File: src/rtl/sync_rr_merge5_arb_if.sv
// Bundle between five token requesters, the 5-to-1 merge arbiter and the single
// downstream update port. Signal names follow the drive/free handshake of the block.
interface sync_rr_merge5_arb_if #(
   parameter int DATA_W = 6
);
   logic              i_drive0;
   logic              i_drive1;
   logic              i_drive2;
   logic              i_drive3;
   logic              i_drive4;
   logic [DATA_W-1:0] i_data0;
   logic [DATA_W-1:0] i_data1;
   logic [DATA_W-1:0] i_data2;
   logic [DATA_W-1:0] i_data3;
   logic [DATA_W-1:0] i_data4;
   logic              o_free0;
   logic              o_free1;
   logic              o_free2;
   logic              o_free3;
   logic              o_free4;
   logic              o_driveNext;
   logic [DATA_W-1:0] o_data;
   logic [2:0]        o_src;
   logic              i_freeNext;

   // The arbiter is the slave of the requesters and the downstream ready.
   modport slave (
      input  i_drive0, i_drive1, i_drive2, i_drive3, i_drive4,
      input  i_data0, i_data1, i_data2, i_data3, i_data4,
      input  i_freeNext,
      output o_free0, o_free1, o_free2, o_free3, o_free4,
      output o_driveNext, o_data, o_src
   );

   modport master (
      output i_drive0, i_drive1, i_drive2, i_drive3, i_drive4,
      output i_data0, i_data1, i_data2, i_data3, i_data4,
      output i_freeNext,
      input  o_free0, o_free1, o_free2, o_free3, o_free4,
      input  o_driveNext, o_data, o_src
   );
endinterface

File: src/rtl/sync_rr_merge5_arb.sv
// Clocked 5-to-1 merge of replacement-update tokens onto one downstream channel,
// with round-robin (or fixed) priority and a single full-throughput output register.
module sync_rr_merge5_arb #(
   parameter int DATA_W = 6,
   parameter bit RR_EN  = 1'b1
) (
   input  logic                 clk,
   input  logic                 rst,
   sync_rr_merge5_arb_if.slave  bus
);

   typedef enum logic {
      EMPTY = 1'b0,
      FULL  = 1'b1
   } state_e;

   state_e            stateQ, stateD;
   logic [DATA_W-1:0] dataQ, dataD;
   logic [2:0]        srcQ, srcD;
   logic [2:0]        rrPtrQ, rrPtrD;

   logic [4:0]        req;
   logic [DATA_W-1:0] dataArr [5];
   logic [4:0]        grant;
   logic [2:0]        grantIdx;
   logic              found;
   logic              load;

   assign req = {bus.i_drive4, bus.i_drive3, bus.i_drive2, bus.i_drive1, bus.i_drive0};

   always_comb begin
      dataArr[0] = bus.i_data0;
      dataArr[1] = bus.i_data1;
      dataArr[2] = bus.i_data2;
      dataArr[3] = bus.i_data3;
      dataArr[4] = bus.i_data4;
   end

   // First requester found walking upward from the search start, wrapping after 4.
   always_comb begin
      logic [3:0] idx;
      logic [2:0] idxS;
      grant    = '0;
      grantIdx = '0;
      found    = 1'b0;
      idx      = '0;
      idxS     = '0;
      for (int k = 0; k < 5; k++) begin
         idx = RR_EN ? ({1'b0, rrPtrQ} + 4'(k)) : 4'(k);
         if (idx >= 4'd5) begin
            idx = idx - 4'd5;
         end
         idxS = idx[2:0];
         if (!found && req[idxS]) begin
            grant[idxS] = 1'b1;
            grantIdx    = idxS;
            found       = 1'b1;
         end
      end
   end

   // The stage can accept whenever it is empty or its token leaves on this edge.
   assign load = rst & ((stateQ == EMPTY) | bus.i_freeNext);

   assign bus.o_free0 = load & grant[0];
   assign bus.o_free1 = load & grant[1];
   assign bus.o_free2 = load & grant[2];
   assign bus.o_free3 = load & grant[3];
   assign bus.o_free4 = load & grant[4];

   always_comb begin
      stateD = stateQ;
      dataD  = dataQ;
      srcD   = srcQ;
      rrPtrD = rrPtrQ;
      if (load) begin
         if (found) begin
            stateD = FULL;
            dataD  = dataArr[grantIdx];
            srcD   = grantIdx;
            if (RR_EN) begin
               rrPtrD = (grantIdx == 3'd4) ? 3'd0 : grantIdx + 3'd1;
            end
         end else begin
            stateD = EMPTY;
         end
      end
   end

   always_ff @(posedge clk or negedge rst) begin
      if (!rst) begin
         stateQ <= EMPTY;
         dataQ  <= '0;
         srcQ   <= '0;
         rrPtrQ <= '0;
      end else begin
         stateQ <= stateD;
         dataQ  <= dataD;
         srcQ   <= srcD;
         rrPtrQ <= rrPtrD;
      end
   end

   assign bus.o_driveNext = (stateQ == FULL);
   assign bus.o_data      = dataQ;
   assign bus.o_src       = srcQ;

endmodule

File: src/flat_wrapper.sv
// flat-port wrapper written by rule: the top's interface ports become plain ports
module sync_rr_merge5_arb_flat 
#(
   parameter int DATA_W = 6,
   parameter bit RR_EN  = 1'b1
)
  (clk, rst, bus_i_drive0, bus_i_drive1, bus_i_drive2, bus_i_drive3, bus_i_drive4, bus_i_data0, bus_i_data1, bus_i_data2, bus_i_data3, bus_i_data4, bus_i_freeNext, bus_o_free0, bus_o_free1, bus_o_free2, bus_o_free3, bus_o_free4, bus_o_driveNext, bus_o_data, bus_o_src);
  sync_rr_merge5_arb_if #(.DATA_W(DATA_W)) bus_i ();
  input  logic clk;
  input  logic rst;
  input wire logic [$bits(bus_i.i_drive0)-1:0] bus_i_drive0;
  input wire logic [$bits(bus_i.i_drive1)-1:0] bus_i_drive1;
  input wire logic [$bits(bus_i.i_drive2)-1:0] bus_i_drive2;
  input wire logic [$bits(bus_i.i_drive3)-1:0] bus_i_drive3;
  input wire logic [$bits(bus_i.i_drive4)-1:0] bus_i_drive4;
  input wire logic [$bits(bus_i.i_data0)-1:0] bus_i_data0;
  input wire logic [$bits(bus_i.i_data1)-1:0] bus_i_data1;
  input wire logic [$bits(bus_i.i_data2)-1:0] bus_i_data2;
  input wire logic [$bits(bus_i.i_data3)-1:0] bus_i_data3;
  input wire logic [$bits(bus_i.i_data4)-1:0] bus_i_data4;
  input wire logic [$bits(bus_i.i_freeNext)-1:0] bus_i_freeNext;
  output wire logic [$bits(bus_i.o_free0)-1:0] bus_o_free0;
  output wire logic [$bits(bus_i.o_free1)-1:0] bus_o_free1;
  output wire logic [$bits(bus_i.o_free2)-1:0] bus_o_free2;
  output wire logic [$bits(bus_i.o_free3)-1:0] bus_o_free3;
  output wire logic [$bits(bus_i.o_free4)-1:0] bus_o_free4;
  output wire logic [$bits(bus_i.o_driveNext)-1:0] bus_o_driveNext;
  output wire logic [$bits(bus_i.o_data)-1:0] bus_o_data;
  output wire logic [$bits(bus_i.o_src)-1:0] bus_o_src;
  assign bus_i.i_drive0 = bus_i_drive0;
  assign bus_i.i_drive1 = bus_i_drive1;
  assign bus_i.i_drive2 = bus_i_drive2;
  assign bus_i.i_drive3 = bus_i_drive3;
  assign bus_i.i_drive4 = bus_i_drive4;
  assign bus_i.i_data0 = bus_i_data0;
  assign bus_i.i_data1 = bus_i_data1;
  assign bus_i.i_data2 = bus_i_data2;
  assign bus_i.i_data3 = bus_i_data3;
  assign bus_i.i_data4 = bus_i_data4;
  assign bus_i.i_freeNext = bus_i_freeNext;
  assign bus_o_free0 = bus_i.o_free0;
  assign bus_o_free1 = bus_i.o_free1;
  assign bus_o_free2 = bus_i.o_free2;
  assign bus_o_free3 = bus_i.o_free3;
  assign bus_o_free4 = bus_i.o_free4;
  assign bus_o_driveNext = bus_i.o_driveNext;
  assign bus_o_data = bus_i.o_data;
  assign bus_o_src = bus_i.o_src;
  sync_rr_merge5_arb #(.DATA_W(DATA_W), .RR_EN(RR_EN)) u_core (.clk(clk), .rst(rst), .bus(bus_i));
endmodule
File: config.mk
export PLATFORM = sky130hd
export DESIGN_NAME = sync_rr_merge5_arb_flat
export DESIGN_NICKNAME = d
export VERILOG_FILES = /design/src/rtl/sync_rr_merge5_arb_if.sv /design/src/rtl/sync_rr_merge5_arb.sv /design/src/flat_wrapper.sv
export SDC_FILE = /design/constraint.sdc
export NUM_CORES = 1
export LEC_CHECK = 0
export CELL_PAD_IN_SITES_DETAIL_PLACEMENT = 1
export CELL_PAD_IN_SITES_GLOBAL_PLACEMENT = 1
export CORE_UTILIZATION = 40
export CTS_CLUSTER_DIAMETER = 120
export DETAILED_ROUTE_END_ITERATION = 10
export PLACE_DENSITY = 0.95
export SYNTH_ARGS = -nofsm -noshare
export SYNTH_HDL_FRONTEND = slang
export SYNTH_SLANG_ARGS = --single-unit
File: constraint.sdc
create_clock -name clk -period 6 [get_ports clk]
set_input_delay 1.2 -clock clk [delete_from_list [all_inputs] [get_ports clk]]
set_output_delay 1.2 -clock clk [all_outputs]
set_load 0.005 [all_outputs]
==> impl_metrics.yaml <==
status:
  status: "complete, no violations"
grt:
  grtUsageMet1_pct: 31.6
  grt_pass1_wl_mm: 13.1
  busiest_layer: "met2"
  grt_max_degree: 33
  grt_use_met2_pct: 53.4
  gr-usage-met3_pct: 3.23
  grtUsageTotal_pct: 28.0
  antenna_found_initial: 0
  grt_overflow: 0
  grt_pass1_vias: 2610
hold_path:
  holdCritPathClass: "flip-flop to flip-flop"
clocking:
  cts-hold-fix-buffers: 0
  clk_pin_slew_ps: 60
  cts-root-buf: "clkbuf_8"
  cts_tree: "yes"
  clockBufferDepth: 2
  clock_latency_ps: 250
  post_cts_buffers: 0
  cts-resized-gates: 0
  cts.htree.levels: 1
  numCtsBuffers: 3
  numClockSinks: 13
floorplan:
  die_x_um: 76.2
  row_count: 26
  start_util_pct: 42.3
  ios: 53
  core_area_um2: 5200
  die_area_um2: 5810
  fp.dieH_um: 76.2
yosys:
  ys.flop_type: "dfrtp_1"
  ys_types: 65
  synth_common_cells: "26 x nor2_1, 21 x mux2i_1, 19 x nand2_1, 17 x inv_1, 14 x a21oi_1"
  synth.most_common_cell: "nor2_1"
  ys_seq_area_share_pct: 14.8
  yosys.area.top_type: "dfrtp_1"
  synth_area_leaders: "dfrtp_1 15%, mux2i_1 9.5%, ha_1 5.7%, nor2_1 4.4%, nand2_1 3.2%"
  async_reset_ff_share_pct: 100
  avgSynthCellArea_um2: 7.93
  synth-seq-cells: 13
  netlist_instances: 278
  yosysTopAreaCellShare_pct: 14.8
  synth_edf_count: 0
  yosysWarnings: 0
  syn_area_um2: 2200
  syn-num-nets: 327
critical_path:
  slowest_delay_ps: 590
  crit_type: "input port to output port"
  critPathMaxFanout: 4
  crit_top_cell: "clkdlybuf4s50_1"
  start_kind: "input port"
  required_ps: 4800
  critical-path-slowest-cell: "nor4b_1"
  end_kind: "output port"
  cp.arrival_ps: 4470
  path_cells: "clkdlybuf4s50_1, inv_1, o211ai_1, o311ai_0, o22ai_1, a21o_1, nor4b_1, nand2_1, o21ai_0, a311oi_1, a21oi_1, clkdlybuf4s50_1"
drt:
  routed_wirelength_mm: 8.10
  detail_route.wl_per_cell_um: 20.4
  vias: 2445
  ant_nets: 0
  viasPerCell: 6.16
  drtIter0Drc: 229
  drc: 0
  drtPass1Iterations: 4
timing:
  fin_skew_ps: 2.75
  fmax_ghz: 0.176
  slew_viol_final: 0
  hold_viol: 0
  finalSetupTns_ps: 0
  timing.slew.headroom_pct: 36.4
  setup-violations-final: 0
  worst_slew_pin_slew_ps: 955
  fin_crit_sh_pct: 94.4
  min_period_ps: 5670
  rsz0062_at_grt: "false"
flow_run:
  drv_cap: 0
place:
  gp_congestion: 0.933
  dp.cells: 393
  io_buffers: 52
  hpwl_mm: 6.27
finish:
  area_growth_syn_to_layout_pct: 27.9
  final_core_util_pct: 54.2
  diodes: 0
  layout.nets: 377
  finalNonFillerCells: 397
  drive_gt1_share_pct: 11.0
-- area by class of cell --
class                           instances  area (um^2)
Clock inverter                          1         5.00
Fill cell                             632         2390
Tap cell                               70         87.6
Inverter                               18         67.6
Clock buffer                            3         41.3
Timing Repair Buffer                   61          588
Sequential cell                        13          325
Multi-Input combinational cell        231         1700
-- routing by layer --
layer  part of all wire (%)  up-vias
li1                       -     1142
met1                     40     1177
met2                     51      108
met3                    5.6       18
met4                    2.7        0
met5                      0        -
-- per-stage QoR --
step	cell area, um^2	setup slack, ps	hold slack, ps
6_report	2820	333	495
5_1_grt	2820	130	518
4_1_cts	2820	377	493
3_5_place_dp	2770	377	472
3_3_place_gp	2770	573	474
2_1_floorplan	2200	1500	470
-- critical path, delay by kind of cell --
kind / cells / cell delay (ps)
AND/OR/NAND/NOR: 2 / 700
buffers and inverters: 3 / 1200
AO/OA/AOI/OAI: 7 / 1360
-- cells by family after synthesis --
logic type | synth area share (%)
AOI/OAI and AO/OA | 32.5
xor gates and xnor gates | 1.93
adders and majority gates | 6.59
buffers and inverters | 7.89
DFF | 14.8
muxes | 10.6
and+or+nand+nor | 25.8
-- flip-flops by register name, summed over array words and instances, names as in the netlist --
register                count
u_core.bus.o_data           6
u_core.bus.o_src            3
u_core.bus.o_driveNext      1
u_core.rrPtrQ               3
-- placed cells by master (no fill, tap or decap), types with 5 or more instances in the layout --
cell / count
and2_1: 7
buf_4: 9
nor2_1: 26
clkdlybuf4s50_1: 52
dfrtp_1: 13
nor2b_1: 5
o21ai_0: 7
ha_1: 10
a2111o_1: 6
nor3_1: 13
a21o_1: 6
mux2i_1: 21
a21oi_1: 14
nand2_1: 19
a211oi_1: 8
a31oi_1: 6
nand2b_1: 10
inv_1: 17
-- final timing paths --
path | endpoint | depth (start not counted) | slack [ps] | from
worst max-delay path | bus_o_free0 | 12 | 330 | bus_i_drive0
worst min-delay path | u_core.bus.o_src[1] | 2 | 490 | u_core.bus.o_src[1]
worst max register to register | u_core.bus.o_data[3] | 12 | 1240 | u_core.rrPtrQ[0]
worst min register to register | u_core.bus.o_src[1] | 2 | 490 | u_core.bus.o_src[1]
max in group asynchronous | u_core.bus.o_data[1] | 2 | 4570 | rst
min in group asynchronous | u_core.bus.o_src[1] | 2 | 1260 | rst
Power is not shown: default switching activity piles up to over one toggle a cycle in this logic, so the estimate is an artifact.
